### config.mk
export PLATFORM = sky130hd
export DESIGN_NAME = collatz_batch_ctrl
export DESIGN_NICKNAME = d
export VERILOG_FILES = /design/src/rtl/collatz_batch_ctrl.sv
export SDC_FILE = /design/constraint.sdc
export NUM_CORES = 1
export LEC_CHECK = 0
export BUFFER_PORTS_ARGS = -buffer_cell sky130_fd_sc_hd__buf_4
export CELL_PAD_IN_SITES_DETAIL_PLACEMENT = 1
export CELL_PAD_IN_SITES_GLOBAL_PLACEMENT = 2
export CORE_ASPECT_RATIO = 1.2
export CORE_UTILIZATION = 29
export CTS_CLUSTER_DIAMETER = 50
export DETAILED_ROUTE_END_ITERATION = 10
export PLACE_DENSITY = 0.76
export SLEW_MARGIN = 5
export SYNTH_ARGS = -nofsm -noshare
export SYNTH_HDL_FRONTEND = slang
export SYNTH_SLANG_ARGS = --single-unit
### constraint.sdc
create_clock -name clk -period 2.1 [get_ports clk]
set_clock_uncertainty 0.1 [all_clocks]
set_input_delay 0.21 -clock clk [delete_from_list [all_inputs] [get_ports clk]]
set_output_delay 0.21 -clock clk [all_outputs]
set_load 0.1 [all_outputs]
### src/rtl/collatz_batch_ctrl.sv
// collatz_batch_ctrl: sequences a Collatz core over the values n in [base, base+count-1].
// For each n the core is held in reset, then started and watched by a watchdog.
// Each result is streamed out over valid/ready while the controller tracks the batch maximum.
module collatz_batch_ctrl #(
  parameter int unsigned W               = 32,
  parameter int unsigned CNT_W           = 16,
  parameter int unsigned CORE_RST_CYCLES = 1,
  parameter int unsigned TIMEOUT_CYCLES  = 65536
) (
  input  logic             clk,
  input  logic             rst,
  // batch command
  input  logic             cmd_valid,
  output logic             cmd_ready,
  input  logic [W-1:0]     cmd_base,
  input  logic [CNT_W-1:0] cmd_count,
  // core interface
  output logic             core_rst_n,
  output logic             core_start,
  output logic [W-1:0]     core_n,
  input  logic             core_finish,
  input  logic [W-1:0]     core_ret,
  // result stream
  output logic             res_valid,
  input  logic             res_ready,
  output logic [W-1:0]     res_n,
  output logic [W-1:0]     res_steps,
  output logic             res_timeout,
  // batch status
  output logic             batch_done,
  output logic [W-1:0]     max_steps,
  output logic [W-1:0]     max_n
);

  localparam int unsigned RST_W = (CORE_RST_CYCLES > 1) ? $clog2(CORE_RST_CYCLES) : 1;
  localparam int unsigned TMR_W = (TIMEOUT_CYCLES > 2) ? $clog2(TIMEOUT_CYCLES) : 1;

  typedef enum logic [2:0] {
    S_IDLE,
    S_CRST,
    S_RUN,
    S_EMIT,
    S_DONE
  } state_t;

  state_t           state;
  logic [W-1:0]     cur_n;
  logic [CNT_W-1:0] remaining;
  logic [RST_W-1:0] rst_cnt;
  logic [TMR_W-1:0] timer;
  logic             have_max;

  // Batch sequencer: one run per n, with every output registered.
  always_ff @(posedge clk) begin
    if (rst) begin
      state       <= S_IDLE;
      cmd_ready   <= 1'b1;
      core_rst_n  <= 1'b0;
      core_start  <= 1'b0;
      core_n      <= '0;
      res_valid   <= 1'b0;
      res_n       <= '0;
      res_steps   <= '0;
      res_timeout <= 1'b0;
      batch_done  <= 1'b0;
      max_steps   <= '0;
      max_n       <= '0;
      have_max    <= 1'b0;
      cur_n       <= '0;
      remaining   <= '0;
      rst_cnt     <= '0;
      timer       <= '0;
    end else begin
      case (state)
        S_IDLE: begin
          cmd_ready  <= 1'b1;
          core_rst_n <= 1'b0;
          core_start <= 1'b0;
          batch_done <= 1'b0;
          if (cmd_valid && cmd_ready) begin
            cur_n     <= cmd_base;
            core_n    <= cmd_base;
            remaining <= cmd_count;
            max_steps <= '0;
            max_n     <= '0;
            have_max  <= 1'b0;
            cmd_ready <= 1'b0;
            rst_cnt   <= '0;
            if (cmd_count == '0) begin
              state      <= S_DONE;
              batch_done <= 1'b1;
            end else begin
              state <= S_CRST;
            end
          end
        end

        // Hold the core in reset with n already presented.
        S_CRST: begin
          core_rst_n <= 1'b0;
          core_start <= 1'b0;
          core_n     <= cur_n;
          if (rst_cnt == RST_W'(CORE_RST_CYCLES - 1)) begin
            state      <= S_RUN;
            timer      <= '0;
            core_rst_n <= 1'b1;
            core_start <= 1'b1;
          end else begin
            rst_cnt <= rst_cnt + RST_W'(1);
          end
        end

        // Wait for finish; the watchdog fires if the core takes too long.
        S_RUN: begin
          timer <= timer + TMR_W'(1);
          if (core_finish) begin
            res_n       <= cur_n;
            res_steps   <= core_ret;
            res_timeout <= 1'b0;
            res_valid   <= 1'b1;
            core_rst_n  <= 1'b0;
            core_start  <= 1'b0;
            state       <= S_EMIT;
            // Strict greater-than keeps the earliest n on ties.
            if (!have_max || (core_ret > max_steps)) begin
              max_steps <= core_ret;
              max_n     <= cur_n;
              have_max  <= 1'b1;
            end
          end else if (timer == TMR_W'(TIMEOUT_CYCLES - 1)) begin
            res_n       <= cur_n;
            res_steps   <= '1;
            res_timeout <= 1'b1;
            res_valid   <= 1'b1;
            core_rst_n  <= 1'b0;
            core_start  <= 1'b0;
            state       <= S_EMIT;
          end
        end

        // Present the result; the core stays parked in reset until it is taken.
        S_EMIT: begin
          core_rst_n <= 1'b0;
          core_start <= 1'b0;
          if (res_valid && res_ready) begin
            res_valid <= 1'b0;
            remaining <= remaining - CNT_W'(1);
            if (remaining == CNT_W'(1)) begin
              state      <= S_DONE;
              batch_done <= 1'b1;
            end else begin
              cur_n   <= cur_n + W'(1);
              core_n  <= cur_n + W'(1);
              rst_cnt <= '0;
              state   <= S_CRST;
            end
          end
        end

        // One-cycle completion pulse, then accept commands again.
        S_DONE: begin
          batch_done <= 1'b0;
          cmd_ready  <= 1'b1;
          state      <= S_IDLE;
        end

        default: begin
          state     <= S_IDLE;
          cmd_ready <= 1'b1;
        end
      endcase
    end
  end

endmodule
* Word level (Yosys, flattened, before mapping)
Cells that the tools add are included.
** Cells by class
- Add/sub/neg operators :: 4
- Magnitude comparators :: 1
- Equal/unequal tests :: 14
- Multiplexer cells :: 53
- Reduce and logical (&&, ||, !) cells :: 26
** Operator list (number)
- 2-to-1 mux 32 bit :: 12
- case mux 32 bit (2 select lines) :: 3
- case mux 32 bit (3 select lines) :: 1
- case mux 16 bit (2 select lines) :: 2
- 2-to-1 mux 16 bit :: 3
- adder 32 x 1 -> 32 bit, second input constant :: 1
- greater-than comparator 32 bit :: 1
- 2-to-1 mux 3 bit :: 7
- 2-to-1 mux 1 bit :: 18
- adder 16 x 1 -> 16 bit, second input constant :: 1
- equality test 16 x 1 -> 1 bit, second input constant :: 1
- equality test 16 bit, second input constant :: 1
- logical NOT 16 bit :: 1
- AND reduction 4 bit :: 4
- subtractor 16 x 1 -> 16 bit, second input constant :: 1
- inequality test 2 bit, second input constant :: 7
- case mux 3 bit (4 select lines) :: 1
- nonzero test 2 bit :: 5
- case mux 1 bit (3 select lines) :: 3
- AND reduction 3 bit :: 3
- nonzero test 3 bit :: 3
- equality test 3 x 2 -> 1 bit, second input constant :: 2
- case mux 1 bit (2 select lines) :: 3
- AND reduction 2 bit :: 3
- other kinds (10) :: 11
** Word-level totals
- Register bits :: 234
- Input bits :: 85
- Output and inout bits :: 166
- Word-level logic and storage cells :: 114

* Logic depth before layout (Yosys ltp)
- Word-level depth :: 5
- Gate-level depth with buffers :: 10
- Depth with buffers taken out :: 8

* Worst setup path before layout
Ideal clock, no wire load.
- Path kind :: register to register
- From :: register max_steps[15]
- To :: register max_steps[11]
- Arrival time :: 2854 ps
- Required time :: 1928 ps
- Slack :: -926 ps
- Cell stages (with the launch flop) :: 11
- Cells stage by stage :: dfxtp_1 inv_1 ha_1 nand4_1 nor4_1 a41o_1 a31oi_1 a41oi_1 buf_4 buf_6 mux2i_1
** Between the ends
- Word-level cells in the longest chain between the ends :: 4
** Ends and longest elaborated chain
- start: declaration :: line 31 : output logic [W-1:0] max_steps,
- start signal: assignment :: line 126 : max_steps <= core_ret;
- greater-than comparator 32 bit :: line 125 : if (!have_max || (core_ret > max_steps)) begin
- logical OR 1 bit :: line 125
- inequality test 2 bit (no line)
- AND reduction 4 bit (no line)
No other way between the ends.
A chain may end at the register's enable or synchronous reset.

* Worst setup path in the final report
- From :: register max_steps[1]
- To :: register max_n[2]
** Between the ends
- Word-level cells in the longest chain between the ends :: 4
** Ends and longest elaborated chain
- greater-than comparator 32 bit :: line 125
- logical OR 1 bit :: line 125
- inequality test 2 bit (no line)
- AND reduction 4 bit (no line)
- end signal: assignment :: line 127 : max_n <= cur_n;
- end: declaration :: line 32 : output logic [W-1:0] max_n
No other way between the ends.

==> report_table.html <==
<table>
<tr><th>Metric</th><th>Value</th></tr>
<tr><th colspan="2">Clocking</th></tr>
<tr><td>Clk Latency, worst-skew pair</td><td>0.53 ns</td></tr>
<tr><td># clock sinks</td><td>233</td></tr>
<tr><td>Clock tree from TritonCTS</td><td>built</td></tr>
<tr><td>Number of H-tree levels</td><td>2</td></tr>
<tr><td>CTS clk-pin slew, worst paths</td><td>0.06 ns</td></tr>
<tr><td>Maximum buffer depth of the clock tree</td><td>3</td></tr>
<tr><td>CTS Buf Count</td><td>36</td></tr>
<tr><td>Buffer type at the clock tree root</td><td>sky130_fd_sc_hd__clkbuf_16</td></tr>
<tr><th colspan="2">STA</th></tr>
<tr><td>Number of failing hold endpoints at the final stage</td><td>0</td></tr>
<tr><td>Maximum achievable frequency</td><td>381 MHz</td></tr>
<tr><td>Max-Slew Margin vs Limit</td><td>58.2%</td></tr>
<tr><td>Final max-slew violation count</td><td>0</td></tr>
<tr><td>Setup violators final</td><td>154</td></tr>
<tr><td>TNS Setup</td><td>-37.96 ns</td></tr>
<tr><td>Smallest hold slack</td><td>0.0126 ns</td></tr>
<tr><td>Unrepaired setup endpoints after global routing</td><td>yes</td></tr>
<tr><td>Minimum period implied by the final worst setup slack</td><td>2.62 ns</td></tr>
<tr><td>Period utilization</td><td>125%</td></tr>
<tr><td>Minimum setup slack in the final design</td><td>-0.522 ns</td></tr>
<tr><td>Worst slew pin tran</td><td>0.627 ns</td></tr>
<tr><th colspan="2">Critical path</th></tr>
<tr><td>Worst path top cell family by delay</td><td>compound AO/OA/AOI/OAI gates</td></tr>
<tr><td>Critical path type</td><td>flop to flop</td></tr>
<tr><td>CP peak stage delay</td><td>0.34 ns</td></tr>
<tr><td>Worst reg2reg startpoint</td><td>max_steps[1]</td></tr>
<tr><td>Kind of end point of the critical path</td><td>flop</td></tr>
<tr><td>Required time of the critical path</td><td>2.43 ns</td></tr>
<tr><td>Critical path data arrival time</td><td>2.96 ns</td></tr>
<tr><td>Cell with the biggest individual delay on the critical path</td><td>sky130_fd_sc_hd__dfxtp_4</td></tr>
<tr><td>Peak fanout along the critical path</td><td>8</td></tr>
<tr><td>Worst setup path startpoint</td><td>max_steps[1]</td></tr>
<tr><td>Setup slack of the worst register-to-register path</td><td>-0.52 ns</td></tr>
<tr><td>Startpoint type of the worst setup path</td><td>flop</td></tr>
<tr><td>Buffering stage count on the worst path with inverters included</td><td>4</td></tr>
<tr><td>Cell repeated most along the worst path</td><td>sky130_fd_sc_hd__buf_12</td></tr>
<tr><td>CP Cell Sequence</td><td>inv_1 -&gt; ha_1 -&gt; nor2b_1 -&gt; o211a_1 -&gt; o21ai_0 -&gt; o211ai_1 -&gt; a41oi_4 -&gt; buf_12 -&gt; buf_4 -&gt; buf_12 -&gt; mux2i_1</td></tr>
<tr><th colspan="2">Logic synthesis</th></tr>
<tr><td>Cell count after synthesis</td><td>1527</td></tr>
<tr><td>Synthesized netlist net count</td><td>1648</td></tr>
<tr><td>Total of warnings raised by yosys</td><td>0</td></tr>
<tr><td>Proportion of register bits with asynchronous set or reset after synthesis</td><td>0%</td></tr>
<tr><td>Register bit count reported by yosys</td><td>233</td></tr>
<tr><td>Average instance area after synthesis</td><td>7.88 um^2</td></tr>
<tr><td>Number of enable flip-flop cells after synthesis</td><td>0</td></tr>
<tr><td>Most instantiated flip-flop cell in the synthesis netlist</td><td>sky130_fd_sc_hd__dfxtp_1</td></tr>
<tr><td>Netlist cell types</td><td>73</td></tr>
<tr><td>Post-Syn Area</td><td>12000 um^2</td></tr>
<tr><td>Sequential element share of the synthesized area</td><td>38.7%</td></tr>
<tr><th colspan="2">Run</th></tr>
<tr><td># Max-Cap Violations</td><td>0</td></tr>
<tr><th colspan="2">Outcome</th></tr>
<tr><td>Violations in the final reports</td><td>negative setup slack</td></tr>
<tr><td>Run status</td><td>finished with violations</td></tr>
<tr><th colspan="2">Min path</th></tr>
<tr><td>Hold Crit Start</td><td>cmd_count[7]</td></tr>
<tr><td>Type of the worst min-delay path</td><td>input port to flop</td></tr>
<tr><th colspan="2">Placement</th></tr>
<tr><td>GPL Wtd Cong</td><td>0.846</td></tr>
<tr><td>HPWL after detailed placement</td><td>34.7 mm</td></tr>
<tr><td>Placed Area</td><td>16100 um^2</td></tr>
<tr><td>Total placed cells including tap cells</td><td>2401</td></tr>
<tr><td>Number of I/O port buffers</td><td>250</td></tr>
<tr><th colspan="2">Die</th></tr>
<tr><td>Die W</td><td>188 um</td></tr>
<tr><td>Starting density of the core</td><td>29.5%</td></tr>
<tr><td>Placeable core area</td><td>40800 um^2</td></tr>
<tr><td>Top-Level Pins</td><td>251</td></tr>
<tr><td>Vert. Die Dim</td><td>225 um</td></tr>
<tr><td>Number of core rows</td><td>81</td></tr>
<tr><td>Die outline area</td><td>42300 um^2</td></tr>
<tr><th colspan="2">Detailed routing</th></tr>
<tr><td>WL final</td><td>53.6 mm</td></tr>
<tr><td>WL per Instance</td><td>20.7 um</td></tr>
<tr><td>Remaining antenna violation count after routing</td><td>0</td></tr>
<tr><td>Drt pass-1 iters</td><td>5</td></tr>
<tr><td>DR vias/cell</td><td>5.14</td></tr>
<tr><td>Detailed Route Iter0 Violations</td><td>529</td></tr>
<tr><td>Via count</td><td>13300</td></tr>
<tr><td>Remaining DRCs</td><td>0</td></tr>
<tr><th colspan="2">Finish</th></tr>
<tr><td>Area growth from synthesis to final layout</td><td>68.7%</td></tr>
<tr><td>N_diodes</td><td>0</td></tr>
<tr><td>Layout cells sized above 1</td><td>43.1%</td></tr>
<tr><td>Post-Layout Inst Area</td><td>20300 um^2</td></tr>
<tr><td>Count of non-filler cells in the finished layout</td><td>2585</td></tr>
<tr><td>Final net count</td><td>2141</td></tr>
<tr><th colspan="2">Global route</th></tr>
<tr><td>Overall track demand over capacity in global routing</td><td>23.8%</td></tr>
<tr><td>Largest net degree at the start of global routing</td><td>66</td></tr>
<tr><td>Overflow left after global routing</td><td>0</td></tr>
<tr><td>Vias in the first global route</td><td>14000</td></tr>
<tr><td>First-pass GRT wire length</td><td>79.1 mm</td></tr>
<tr><td>Initial antenna violation count</td><td>0</td></tr>
<tr><th colspan="2">Pwr</th></tr>
<tr><td>Static leakage</td><td>8.63 nW</td></tr>
<tr><td>P per Cell Area</td><td>895 nW/um^2</td></tr>
<tr><td>Design Power</td><td>18.2 mW</td></tr>
<tr><td>Worst vdd ir</td><td>741 uV</td></tr>
</table>
==> per-layer routing <==
layer | GRT usage (%) | vias up | share of wire (%)
met5 | 0 | - | 0
met4 | 10.0 | 0 | 3.6
met3 | 6.21 | 82 | 5.8
met2 | 41.9 | 336 | 50
met1 | 27.1 | 6552 | 40
li1 | - | 6323 | -
==> flip-flops by register name, summed over array words and instances (netlist names), 3 cells and up <==
signal,count
timer,16
remaining,16
res_steps,32
max_steps,32
res_n,32
max_n,32
core_n,32
state,3
cur_n,32
==> where the power goes <==
part / internal (mW) / switching, mW / total (mW) / leakage, nW
Combinational: 2.55 / 4.20 / 6.76 / 6.11
Clock: 4.02 / 2.35 / 6.37 / 0.603
Sequential: 4.77 / 0.290 / 5.06 / 1.92
Total: 11.3 / 6.85 / 18.2 / 8.63
==> path summary, 6_finish.rpt <==
path / end / cells after the start
max reg2reg: max_n[2] / 11
max: max_n[2] / 11
min reg2reg: res_n[22] / 2
min: remaining[7] / 3
==> metrics by stage <==
stage / util [%] / setup WS [ns]
final: 49.7 / -0.522
after floorplan: - / -0.332
after global routing: 49.7 / -0.641
after CTS: 46.3 / -0.457
after global placement: 39.3 / -0.694
after detailed placement: 39.3 / -0.727
==> synthesized netlist by cell type, types with 3 or more instances <==
cell type	n	area share [%]
sky130_fd_sc_hd__clkbuf_1	74	2.3
sky130_fd_sc_hd__and2_1	7	0.36
sky130_fd_sc_hd__a21o_1	7	0.44
sky130_fd_sc_hd__mux2i_1	66	5.5
sky130_fd_sc_hd__buf_4	7	0.44
sky130_fd_sc_hd__a211o_1	7	0.51
sky130_fd_sc_hd__or4_1	3	0.19
sky130_fd_sc_hd__xnor2_1	14	1.0
sky130_fd_sc_hd__xor2_1	14	1.0
sky130_fd_sc_hd__a32o_1	4	0.33
sky130_fd_sc_hd__a22o_1	21	1.5
sky130_fd_sc_hd__nand2_1	267	8.3
sky130_fd_sc_hd__inv_1	42	1.3
sky130_fd_sc_hd__nor4_1	13	0.68
sky130_fd_sc_hd__a22oi_1	6	0.37
sky130_fd_sc_hd__or3_1	6	0.31
sky130_fd_sc_hd__o31ai_1	8	0.50
sky130_fd_sc_hd__nand3_1	34	1.4
sky130_fd_sc_hd__nor3b_1	16	1.0
sky130_fd_sc_hd__nor2b_1	5	0.26
sky130_fd_sc_hd__a31oi_1	9	0.47
sky130_fd_sc_hd__buf_1	6	0.19
sky130_fd_sc_hd__o21ai_0	71	3.0
sky130_fd_sc_hd__ha_1	36	3.7
sky130_fd_sc_hd__a21oi_1	131	5.4
sky130_fd_sc_hd__nand2b_1	41	2.1
sky130_fd_sc_hd__nor3_1	54	2.2
sky130_fd_sc_hd__and3_1	10	0.52
sky130_fd_sc_hd__nor2_1	135	4.2
sky130_fd_sc_hd__o211ai_1	11	0.69
sky130_fd_sc_hd__nand4_1	36	1.9
sky130_fd_sc_hd__o21a_1	4	0.25
sky130_fd_sc_hd__mux2_2	3	0.28
sky130_fd_sc_hd__and4_1	7	0.51
sky130_fd_sc_hd__o32ai_1	4	0.29
sky130_fd_sc_hd__a211oi_1	19	1.2
sky130_fd_sc_hd__buf_6	8	0.75
sky130_fd_sc_hd__o22ai_1	6	0.31
sky130_fd_sc_hd__buf_2	32	1.3
sky130_fd_sc_hd__a41oi_1	4	0.29
sky130_fd_sc_hd__nor3_2	3	0.25
sky130_fd_sc_hd__dfxtp_1	233	39
sky130_fd_sc_hd__nand3b_1	7	0.44
==> cell usage in the layout (no fill, tap or decap), drive strengths merged, types with 15 or more instances in the layout <==
| cell type | instances |
|---|---|
| a211oi | 20 |
| a21oi | 131 |
| a22o | 21 |
| buf | 504 |
| clkbuf | 53 |
| dfxtp | 233 |
| dlygate4sd3 | 71 |
| ha | 36 |
| inv | 47 |
| mux2i | 66 |
| nand2 | 267 |
| nand2b | 41 |
| nand3 | 34 |
| nand4 | 38 |
| nor2 | 137 |
| nor3 | 57 |
| nor3b | 16 |
| nor4 | 15 |
| o21ai | 72 |
==> cell families after synthesis <==
group	after synthesis	share of synthesized area (%)
AO/OA/AOI/OAI	331	17.2
XOR/XNOR	28	2.04
adder cells (fa/ha/maj)	36	3.74
buffers and inverters	170	6.36
flip-flops	233	38.7
multiplexers	69	5.77
AND/OR/NAND/NOR	660	26.1
==> layout make-up <==
| class | instances | area [um^2] |
|---|---|---|
| Clock buffer | 45 | 997 |
| Clock inverter | 19 | 256 |
| Fill cell | 4675 | 20500 |
| Inverter | 42 | 160 |
| Multi-Input combinational cell | 1124 | 8060 |
| Sequential cell | 233 | 4800 |
| Tap cell | 539 | 674 |
| Timing Repair Buffer | 583 | 5370 |
==> tightest hold or removal path: stages <==
cell	delay (ns)
sky130_fd_sc_hd__buf_4	0.12
sky130_fd_sc_hd__o21ai_0	0.17
sky130_fd_sc_hd__a221oi_1	0.08
==> repair_timing <==
action | CTS | global route
setup buffers | 24 | 13
cloned | 10 | 10
setup endpoints to repair | 137 | 211
hold buffers | 71 | 0
hold endpoints to repair | 126 | 0
gates resized for setup | 119 | 279
pin swaps | 66 | 113
Note: power is estimated with default switching activity, not from simulation.
